--- config.mk ---
export PLATFORM = sky130hd
export DESIGN_NAME = cfg_spi_master
export DESIGN_NICKNAME = d
export VERILOG_FILES = /design/src/rtl/cfg_spi_master.sv
export SDC_FILE = /design/constraint.sdc
export NUM_CORES = 1
export LEC_CHECK = 0
export CAP_MARGIN = 25
export CORE_ASPECT_RATIO = 1.75
export CORE_MARGIN = 2
export CORE_UTILIZATION = 35
export CTS_CLUSTER_DIAMETER = 40
export DETAILED_ROUTE_END_ITERATION = 10
export PLACE_DENSITY = 0.52
export SLEW_MARGIN = 25
export SYNTH_ARGS = -nofsm -noshare
export SYNTH_HDL_FRONTEND = slang
export SYNTH_SLANG_ARGS = --single-unit
--- constraint.sdc ---
create_clock -name clk -period 4.1 [get_ports clk]
set_clock_uncertainty 0.05 [all_clocks]
set_input_delay 0.41 -clock clk [delete_from_list [all_inputs] [get_ports clk]]
set_output_delay 0.41 -clock clk [all_outputs]
set_load 0.1 [all_outputs]
--- src/rtl/cfg_spi_master.sv ---
// SPI master for single-register config accesses: one 16-bit frame {write, addr, data}
// per request, optional tail clocks, read-back byte returned as a one-cycle response.
`timescale 1ns/1ps
module cfg_spi_master #(
   parameter int CLK_DIV   = 4,
   parameter int SETUP_CYC = 2,
   parameter int HOLD_CYC  = 2,
   parameter int GAP_CYC   = 4,
   parameter int TAIL_CLKS = 1
) (
   input  logic       clk,
   input  logic       rstn,
   input  logic       req_valid,
   output logic       req_ready,
   input  logic       req_write,
   input  logic [6:0] req_addr,
   input  logic [7:0] req_wdata,
   output logic       rsp_valid,
   output logic [7:0] rsp_rdata,
   output logic       busy,
   output logic       cs,
   output logic       spi_clk,
   output logic       pico,
   input  logic       poci
);

   localparam int NB = 16 + TAIL_CLKS;
   localparam int DW = $clog2(CLK_DIV);
   localparam logic [DW-1:0] DIV_LAST   = DW'(CLK_DIV - 1);
   localparam logic [4:0]    BIT_LAST   = 5'(NB - 1);
   localparam logic [7:0]    SETUP_LAST = 8'(SETUP_CYC - 1);
   localparam logic [7:0]    HOLD_LAST  = 8'(HOLD_CYC - 1);
   localparam logic [7:0]    GAP_LAST   = 8'(GAP_CYC - 1);

   typedef enum logic [2:0] {IDLE, SETUP, SHIFT, HOLD, GAP} state_t;

   state_t        state;
   logic [7:0]    cnt;
   logic [DW-1:0] div_cnt;
   logic [4:0]    bit_cnt;
   logic [15:0]   shreg;
   logic [7:0]    rd_sh;
   logic          wr_flag;

   assign req_ready = (state == IDLE);
   assign busy      = (state != IDLE);

   always_ff @(posedge clk or negedge rstn) begin
      if (!rstn) begin
         state     <= IDLE;
         cnt       <= 8'd0;
         div_cnt   <= '0;
         bit_cnt   <= 5'd0;
         shreg     <= 16'h0000;
         rd_sh     <= 8'h00;
         wr_flag   <= 1'b0;
         cs        <= 1'b0;
         spi_clk   <= 1'b0;
         pico      <= 1'b0;
         rsp_valid <= 1'b0;
         rsp_rdata <= 8'h00;
      end else begin
         rsp_valid <= 1'b0;
         case (state)
            IDLE: begin
               if (req_valid) begin
                  state   <= SETUP;
                  cs      <= 1'b1;
                  shreg   <= {req_write, req_addr, (req_write ? req_wdata : 8'h00)};
                  pico    <= req_write;
                  wr_flag <= req_write;
                  rd_sh   <= 8'h00;
                  cnt     <= 8'd0;
               end
            end
            SETUP: begin
               if (cnt == SETUP_LAST) begin
                  state   <= SHIFT;
                  cnt     <= 8'd0;
                  div_cnt <= '0;
                  bit_cnt <= 5'd0;
               end else begin
                  cnt <= cnt + 8'd1;
               end
            end
            SHIFT: begin
               if (div_cnt == DIV_LAST) begin
                  div_cnt <= '0;
                  if (!spi_clk) begin
                     spi_clk <= 1'b1;
                     // Only the data-phase bits (8..15) carry read-back from the slave.
                     if (bit_cnt[4:3] == 2'b01) rd_sh <= {rd_sh[6:0], poci};
                  end else begin
                     spi_clk <= 1'b0;
                     if (bit_cnt == BIT_LAST) begin
                        state <= HOLD;
                        pico  <= 1'b0;
                        cnt   <= 8'd0;
                     end else begin
                        // Zeros shift in behind the frame, so tail bits go out as 0.
                        bit_cnt <= bit_cnt + 5'd1;
                        shreg   <= {shreg[14:0], 1'b0};
                        pico    <= shreg[14];
                     end
                  end
               end else begin
                  div_cnt <= div_cnt + 1'b1;
               end
            end
            HOLD: begin
               if (cnt == HOLD_LAST) begin
                  state     <= GAP;
                  cs        <= 1'b0;
                  cnt       <= 8'd0;
                  rsp_valid <= 1'b1;
                  rsp_rdata <= wr_flag ? 8'h00 : rd_sh;
               end else begin
                  cnt <= cnt + 8'd1;
               end
            end
            GAP: begin
               if (cnt == GAP_LAST) state <= IDLE;
               else                 cnt   <= cnt + 8'd1;
            end
            default: state <= IDLE;
         endcase
      end
   end

endmodule

==> results.sh, run 1 <==
export IMPL_outcome="completed"
export IMPL_num_rows=43
export IMPL_final_setup_viol_count=0
export IMPL_seq_area_um2=1351
export IMPL_syn_cell_area_um2=2849
export IMPL_synth_top_flop_cell="dfrtp_1"
export IMPL_power_leakage_uw=0.001502
export IMPL_cts_setup_buffers=0
export IMPL_startpoint_type="register"
export IMPL_area_growth_pct=18.01
export IMPL_min_path_type="input pin to asynchronous set/reset pin"
export IMPL_clockBufferDepth=2
export IMPL_synth_cell_type_count=57
export IMPL_dr_pass1_iters=4
export IMPL_final_common_cell="nand2_1"
export IMPL_cts_buffers=5
export IMPL_vias=2179
export IMPL_arrival_ns=2.54
export IMPL_die_area_um2=8906
export IMPL_overflow=0
export IMPL_clockRootBuffer="clkbuf_16"
export IMPL_first_global_vias=2121
export IMPL_multiInputGateArea_um2=1369
export IMPL_holdWs_ns=0.03000
export IMPL_die_w_um=72.20
export IMPL_route_detailed_drc=0
export IMPL_yosysWarningCount=0
export IMPL_path_clk_slew_ns=0.07
export IMPL_wl_per_cell_um=14.18
export IMPL_gp_congestion=0.7549
export IMPL_cts_resized=0
export IMPL_ir_drop_mv=0.2867
export IMPL_relSlewSlack=0.3448
export IMPL_layout_drive_gt1_share=0.1028
export IMPL_synth_nets=318
export IMPL_start_util=0.3602
export IMPL_fin_crit_ns=2.995
export IMPL_power_switching_uw=984.7
export IMPL_avgViaCountPerCell=5.302
export IMPL_cts_tree="built"
export IMPL_grt_max_degree=34
export IMPL_hold_viol_final=0
export IMPL_power_internal_uw=1286
export IMPL_die_y_um=123.4
export IMPL_layout_common_cells="nand2_1, dfrtp_1, clkdlybuf4s50_1"
export IMPL_synth_edf_count=0
export IMPL_htreeDepth=2
export IMPL_p_per_area_nw_per_um2=675.3
export IMPL_cts_hold_buffers_added=0
export IMPL_rsz0062_at_grt="false"
export IMPL_design_core_area_um2=7909
export IMPL_port_buffers=33
export IMPL_final_max_slew_violation_count=0
export IMPL_synth_avg_cell_area_um2=9.723
export IMPL_ys_ff_latch=54
export IMPL_synth_seq_area_share=0.4743
export IMPL_fmax_ghz=0.3339
export IMPL_num_fill_cells=796
export IMPL_finalCritPeriodShare=0.7305
export IMPL_syn_inst=293
export IMPL_grt_pass1_wl_um=10090
export IMPL_clock_sinks=54
export IMPL_diodes=0
export IMPL_worstPathMaxFanout=15
export IMPL_clk_latency_ns=0.29
export IMPL_p_sw_frac=0.4337
export IMPL_seq_power_share=0.358
export IMPL_worst_slew_pin_slew_ns=0.9797
export IMPL_p_clk_frac=0.197
export IMPL_nets=345
export IMPL_place_hpwl_um=4080
export IMPL_critPathCaptureType="primary output"
export IMPL_grt_total_usage=0.1455
export IMPL_critical_path_required_ns=3.64
export IMPL_worst_setup_path_type="register to primary output"
export IMPL_ant_nets=0
export IMPL_maxCapViolations=0
export IMPL_finalSetupTns_ns=0
export IMPL_antenna_found_initial=0
export IMPL_ioPinCount=34
export IMPL_async_flop_share=1.000
export IMPL_pwr_share_comb=0.444
export IMPL_drt_iter0_drc=134
export IMPL_totalWireLength_um=5826
==> cell families after synthesis <==
family / share of synthesized area
AOI/OAI and AO/OA: 0.1089
xor gates and xnor gates: 0.006150
adders and majority gates: 0.02196
buffers and inverters: 0.04523
DFF: 0.4743
muxes: 0.08476
and+or+nand+nor: 0.2587
==> layer usage <==
| layer | vias up | part of all wire | track usage |
|---|---|---|---|
| met1 | 1058 | 0.43 | 0.1704 |
| met2 | 35 | 0.52 | 0.2523 |
| met4 | 0 | 0.020 | 0.06250 |
| met5 | - | 0 | 0 |
| li1 | 1076 | - | - |
| met3 | 10 | 0.032 | 0.03097 |
==> sequential cells by signal, indices dropped and copies added (netlist names) <==
name / flops
shreg: 15
cnt: 8
rd_sh: 8
rsp_rdata: 8
bit_cnt: 5
state: 3
div_cnt: 2
cs: 1
pico: 1
rsp_valid: 1
spi_clk: 1
wr_flag: 1
==> path summary, 6_finish.rpt <==
path	to	slack [ns]	cells past startpoint	from
worst min register to register	rsp_rdata[6]	0.41	2	rsp_rdata[6]
max in group asynchronous	bit_cnt[0]	3.15	2	rstn
worst min-delay path	rsp_rdata[6]	0.03	1	rstn
worst max-delay path	req_ready	1.10	3	state[2]
min in group clk	rsp_rdata[6]	0.41	2	rsp_rdata[6]
worst max register to register	shreg[1]	1.70	4	state[2]
==> Yosys cell counts (2+ instances only) <==
master | instances | share of area
nand4bb_1 | 2 | 0.0079
nand3_1 | 17 | 0.030
inv_1 | 9 | 0.012
nor3b_1 | 4 | 0.011
buf_6 | 4 | 0.016
buf_1 | 2 | 0.0026
dfrtp_1 | 54 | 0.47
o21ai_0 | 2 | 0.0035
nor2_1 | 7 | 0.0092
ha_1 | 5 | 0.022
nand4_1 | 3 | 0.0066
or4_1 | 2 | 0.0053
nor3_1 | 3 | 0.0053
a21o_1 | 2 | 0.0053
o21ai_1 | 11 | 0.019
o21a_1 | 5 | 0.013
mux2_1 | 4 | 0.016
mux2_2 | 13 | 0.051
clkbuf_1 | 2 | 0.0026
nand2_1 | 78 | 0.10
and3_1 | 2 | 0.0044
nand3b_1 | 8 | 0.021
a22oi_1 | 2 | 0.0053
mux2i_1 | 5 | 0.018
a21oi_1 | 8 | 0.014
and4_1 | 2 | 0.0061
buf_2 | 7 | 0.012
==> power groups by stage <==
stage | logic, uW | registers (uW) | clock network, uW
final | 1010 | 813 | 448
after CTS | 1030 | 815 | 466
after floorplan | 731 | 911 | 0
after global routing | 1110 | 839 | 489
after global placement | 1020 | 820 | 0
after detailed placement | 1030 | 824 | 0
==> layout make-up <==
cell class | instances | area share
tap | 90 | 0.03349
sequential | 54 | 0.4019
inverter | 9 | 0.01005
clock buffer | 6 | 0.04131
timing repair buffer | 35 | 0.1012
multi-input combinational | 215 | 0.4071
clock inverter | 2 | 0.004838
==> stage by stage <==
step           area (um2)  utilization  std cells  total power [uW]  setup slack [ns]
6_report             3362       0.4251        411              2270             1.105
5_1_grt              3362       0.4251        411              2439            0.9748
4_1_cts              3362       0.4251        411              2311             1.082
3_5_place_dp         3207       0.4055        403              1852             1.412
3_3_place_gp         3207       0.4055        403              1837             1.431
2_1_floorplan        2849            -        293              1642            0.5907
==> critical path, stage by stage, from the launching register on <==
cell and delay, ns:
dfrtp_1 0.53, or2_1 0.35, nor2_1 0.19, clkdlybuf4s50_1 1.16
Power figures use the tool's default switching activity.
==> run 2, diff against run 1 <==
--- a/config.mk
+++ b/config.mk
@@ -11,7 +11,7 @@
 export CORE_UTILIZATION = 35
 export CTS_CLUSTER_DIAMETER = 40
 export DETAILED_ROUTE_END_ITERATION = 10
-export PLACE_DENSITY = 0.52
+export PLACE_DENSITY = 0.54
 export SLEW_MARGIN = 25
 export SYNTH_ARGS = -nofsm -noshare
 export SYNTH_HDL_FRONTEND = slang
==> constraint.sdc (replaced) <==
create_clock -name clk -period 2.6 [get_ports clk]
set_clock_uncertainty 0.05 [all_clocks]
set_input_delay 0.26 -clock clk [delete_from_list [all_inputs] [get_ports clk]]
set_output_delay 0.26 -clock clk [all_outputs]
set_load 0.1 [all_outputs]
==> results.sh, run 2 (synthesis results as in run 1) <==
export IMPL_p_per_area_nw_per_um2=1091
export IMPL_hold_viol_final=0
export IMPL_maxCapViolations=0
export IMPL_critical_path_required_ns=2.75
export IMPL_start_util=0.3602
export IMPL_overflow=0
export IMPL_die_w_um=72.20
export IMPL_max_flop_register="shreg"
export IMPL_crit_path_top_delay_cell="nor4_4"
export IMPL_fin_total_pwr_uw=3709
export IMPL_stdcell_area_um2=3401
export IMPL_largest_register_ffs=15
export IMPL_ioPinCount=34
export IMPL_cts_tree="built"
export IMPL_drt_iter0_drc=131
export IMPL_avgViaCountPerCell=5.175
export IMPL_ir_drop_mv=0.6179
export IMPL_port_buffers=33
export IMPL_grt_total_usage=0.1472
export IMPL_use_met3=0.02771
export IMPL_first_global_vias=2103
export IMPL_top_usage_layer="met2"
export IMPL_die_area_um2=8906
export IMPL_place_hpwl_um=4295
export IMPL_area_growth_pct=19.37
export IMPL_outcome="completed"
export IMPL_ant_nets=0
export IMPL_gp_congestion=0.7662
export IMPL_fin_crit_ns=2.091
export IMPL_startpoint_type="register"
export IMPL_nets=351
export IMPL_clock_sinks=54
export IMPL_worst_setup_path_type="register to register"
export IMPL_antenna_found_initial=0
export IMPL_min_path_type="register to register"
export IMPL_final_max_slew_violation_count=0
export IMPL_grt_pass1_wl_um=10250
export IMPL_dr_pass1_iters=4
export IMPL_cts_setup_buffers=0
export IMPL_clockBufferDepth=2
export IMPL_htreeDepth=2
export IMPL_arrival_ns=2.24
export IMPL_critPathCaptureType="register"
export IMPL_crit_chain="nor4_4 -> a41oi_1 -> a21o_1 -> a21o_1"
export IMPL_grt_max_degree=27
export IMPL_layout_common_cells="nand2_1, dfrtp_1, buf_4"
export IMPL_wl_per_cell_um=14.18
export IMPL_holdWs_ns=0.4173
export IMPL_layout_drive_gt1_share=0.1621
export IMPL_clockRootBuffer="clkbuf_16"
export IMPL_crit_top_cell="a21o_1"
export IMPL_relSlewSlack=0.4064
export IMPL_design_core_area_um2=7909
export IMPL_finalSetupTns_ns=0
export IMPL_num_rows=43
export IMPL_cts_hold_buffers_added=1
export IMPL_final_setup_viol_count=0
export IMPL_diodes=0
export IMPL_clk_latency_ns=0.30
export IMPL_cpPeakStageDelay_ns=0.51
export IMPL_cts_buffers=5
export IMPL_die_y_um=123.4
export IMPL_finalCritPeriodShare=0.8042
export IMPL_power_leakage_uw=0.001563
export IMPL_grt_util_met1=0.1820
export IMPL_totalWireLength_um=5913
export IMPL_worstPathMaxFanout=11
export IMPL_cts_resized=0
export IMPL_placed_cell_area_um2=3217
export IMPL_finish_utilization=0.4300
export IMPL_route_detailed_drc=0
export IMPL_vias=2158
export IMPL_fmax_ghz=0.4783
export IMPL_worst_slew_pin_slew_ns=0.8788
export IMPL_final_common_cell="nand2_1"
export IMPL_rsz0062_at_grt="false"
export IMPL_grt_met2_usage=0.2489
export IMPL_path_clk_slew_ns=0.08
## run 2: routing by layer
layer / vias up / routed length [um]
met5: - / 0
met4: 0 / 128
met3: 9 / 191
met2: 39 / 3049
met1: 1024 / 2543
li1: 1086 / -
## run 2: critical path, delay by kind of cell (launching register included)
kind               cells  cell delay (ns)
AOI/OAI and AO/OA      3             0.95
and+or+nand+nor        1             0.51
DFF                    1             0.46
## run 2: where the power goes
part	leakage (uW)	internal [uW]	switching, uW
clock	0.0000819	462	337
sequential	0.000711	1060	208
combinational	0.000770	598	1040
## run 2: cell type report
| type | count | area [um2] |
|---|---|---|
| Clock buffer | 5 | 125.1 |
| Clock inverter | 3 | 48.80 |
| Fill cell | 783 | 4508 |
| Inverter | 9 | 33.78 |
| Multi-Input combinational cell | 215 | 1376 |
| Sequential cell | 54 | 1351 |
| Tap cell | 90 | 112.6 |
| Timing Repair Buffer | 41 | 352.8 |
## run 2: worst paths after layout
path                       slack [ns]         start      endpoint  depth (start not counted)
setup / recovery                 0.51        cnt[2]        cnt[6]                          4
hold / removal                   0.42  rsp_rdata[6]  rsp_rdata[6]                          2
setup reg to reg                 0.51        cnt[2]        cnt[6]                          4
hold reg to reg                  0.42  rsp_rdata[6]  rsp_rdata[6]                          2
max in group asynchronous        1.40          rstn      rd_sh[3]                          3
min in group asynchronous        0.45          rstn        cnt[3]                          2
## run 2: through the flow
step / worst slack [ns] / instances
floorplan: 0.2949 / 293
global placement: 0.5313 / 408
detailed placement: 0.5262 / 408
CTS: 0.5129 / 417
global route: 0.3861 / 417
finish: 0.5091 / 417
==> run 3, diff against run 2 <==
--- a/config.mk
+++ b/config.mk
@@ -11,7 +11,7 @@
 export CORE_UTILIZATION = 35
 export CTS_CLUSTER_DIAMETER = 40
 export DETAILED_ROUTE_END_ITERATION = 10
-export PLACE_DENSITY = 0.54
+export PLACE_DENSITY = 0.52
 export SLEW_MARGIN = 25
 export SYNTH_ARGS = -nofsm -noshare
 export SYNTH_HDL_FRONTEND = slang
==> constraint.sdc (replaced) <==
create_clock -name clk -period 2.1 [get_ports clk]
set_clock_uncertainty 0.05 [all_clocks]
set_input_delay 0.21 -clock clk [delete_from_list [all_inputs] [get_ports clk]]
set_output_delay 0.21 -clock clk [all_outputs]
set_load 0.1 [all_outputs]
==> results.sh, run 3 (synthesis results as in run 1) <==
export IMPL_largest_register_ffs=15
export IMPL_grt_total_usage=0.1495
export IMPL_vias=2221
export IMPL_cpPeakStageDelay_ns=0.52
export IMPL_layout_drive_gt1_share=0.1826
export IMPL_antenna_found_initial=0
export IMPL_port_buffers=33
export IMPL_num_rows=43
export IMPL_p_per_area_nw_per_um2=1336
export IMPL_seq_power_share=0.339
export IMPL_pwr_share_comb=0.475
export IMPL_max_flop_register="shreg"
export IMPL_setup_slack_ns=0.1685
export IMPL_r2r_setup_slack_ns=0.17
export IMPL_cts_tree="built"
export IMPL_place_ws_ns=0.1227
export IMPL_maxCapViolations=0
export IMPL_start_util=0.3602
export IMPL_design_core_area_um2=7909
export IMPL_finalSetupTns_ns=0
export IMPL_worstPathMaxFanout=15
export IMPL_power_internal_uw=2682
export IMPL_ir_drop_mv=0.7005
export IMPL_p_clk_frac=0.186
export IMPL_clockRootBuffer="clkbuf_16"
export IMPL_min_path_type="input pin to register"
export IMPL_p_sw_frac=0.4242
export IMPL_grt_max_degree=29
export IMPL_avgViaCountPerCell=5.238
export IMPL_critical_path_required_ns=2.23
export IMPL_crit_chain="and2b_4 -> o21a_1 -> a21boi_2 -> buf_12 -> mux2_2"
export IMPL_first_global_vias=2247
export IMPL_ioPinCount=34
export IMPL_overflow=0
export IMPL_die_y_um=123.4
export IMPL_power_leakage_uw=0.001606
export IMPL_path_clk_slew_ns=0.07
export IMPL_worst_setup_path_type="register to register"
export IMPL_worst_slew_pin_slew_ns=0.6456
export IMPL_relSlewSlack=0.5696
export IMPL_crit_family="flip-flops"
export IMPL_totalWireLength_um=5921
export IMPL_htreeDepth=2
export IMPL_route_detailed_drc=0
export IMPL_final_cell_count_no_fill=424
export IMPL_startpoint_type="register"
export IMPL_cts_buffers=5
export IMPL_outcome="completed"
export IMPL_finish_utilization=0.4409
export IMPL_final_setup_viol_count=0
export IMPL_power_switching_uw=1976
export IMPL_ant_nets=0
export IMPL_final_common_cell="nand2_1"
export IMPL_hold_viol_final=0
export IMPL_nets=358
export IMPL_fmax_ghz=0.5177
export IMPL_clk_latency_ns=0.29
export IMPL_diodes=0
export IMPL_place_inst=415
export IMPL_gp_congestion=0.7878
export IMPL_layout_common_cells="nand2_1, dfrtp_1, buf_4"
export IMPL_place_hpwl_um=4240
export IMPL_fin_crit_ns=1.932
export IMPL_placed_cell_area_um2=3321
export IMPL_die_w_um=72.20
export IMPL_arrival_ns=2.06
export IMPL_stdcell_area_um2=3487
export IMPL_dr_pass1_iters=4
export IMPL_rsz0062_at_grt="false"
export IMPL_cp_buffers_inverters=1
export IMPL_area_growth_pct=22.40
export IMPL_wl_per_cell_um=13.96
export IMPL_grt_pass1_wl_um=10490
export IMPL_die_area_um2=8906
export IMPL_clockBufferDepth=2
export IMPL_drt_iter0_drc=97
export IMPL_crit_path_top_delay_cell="dfrtp_1"
export IMPL_clock_sinks=54
export IMPL_finalCritPeriodShare=0.9198
export IMPL_critPathCaptureType="register"
export IMPL_final_max_slew_violation_count=0
==> run 3: changes by cell type in the layout (fill, tap and decap cells not counted), sizes merged <==
cell / change
clkinvlp: -1
inv: -1
buf: +7
bufinv: -1
clkinv: +2
clkbuf: +1
==> run 3: worst reg2reg max path, cell delays in order, from the launching register on <==
cell and delay, ns:
dfrtp_1 0.52, and2b_4 0.35, o21a_1 0.17, a21boi_2 0.22, buf_12 0.17, mux2_2 0.34
==> run 3: worst paths after layout <==
kind / startpoint / depth (start not counted) / end
setup / recovery: state[1] / 5 / shreg[12]
hold / removal: poci / 3 / rd_sh[0]
setup reg to reg: state[1] / 5 / shreg[12]
hold reg to reg: rsp_rdata[5] / 2 / rsp_rdata[5]
max in group asynchronous: rstn / 3 / div_cnt[0]
min in group asynchronous: rstn / 2 / rsp_rdata[7]
==> run 3: per-stage QoR <==
step | total power (uW) | hold slack (ns)
3_5_place_dp | 3841 | 0.2238
6_report | 4658 | 0.4089
4_1_cts | 4731 | 0.4077
3_3_place_gp | 3813 | 0.2199
5_1_grt | 4994 | 0.4232
2_1_floorplan | 3226 | -0.1356
==> run 3: power groups by stage <==
| stage | clock [uW] | sequential [uW] | combinational (uW) |
|---|---|---|---|
| after floorplan | 0 | 1780 | 1440 |
| after global placement | 0 | 1600 | 2220 |
| after detailed placement | 0 | 1600 | 2240 |
| after CTS | 902 | 1580 | 2240 |
| after global routing | 937 | 1630 | 2420 |
| final | 866 | 1580 | 2210 |
==> run 3: final cells by class <==
class,instances,area (um2)
well taps,90,112.6
inverters,9,33.78
clock inverters,2,17.52
flip-flops and latches,54,1353
clock buffers,6,138.9
fillers,782,4422
multi-input cells,215,1376
repair buffers,48,455.4
==> run 3: metal layers <==
| layer | global-route usage | vias up | share of wire |
|---|---|---|---|
| met2 | 0.2655 | 38 | 0.53 |
| met4 | 0.06840 | 0 | 0.030 |
| met5 | 0 | - | 0 |
| li1 | - | 1101 | - |
| met1 | 0.1692 | 1071 | 0.41 |
| met3 | 0.02934 | 11 | 0.030 |
==> run 3: repair_timing <==
| action | in CTS | in global routing |
|---|---|---|
| hold buffers | 1 | 0 |
| resized for setup | 0 | 0 |
| setup buffers | 0 | 0 |
| hold endpoints to repair | 26 | 0 |
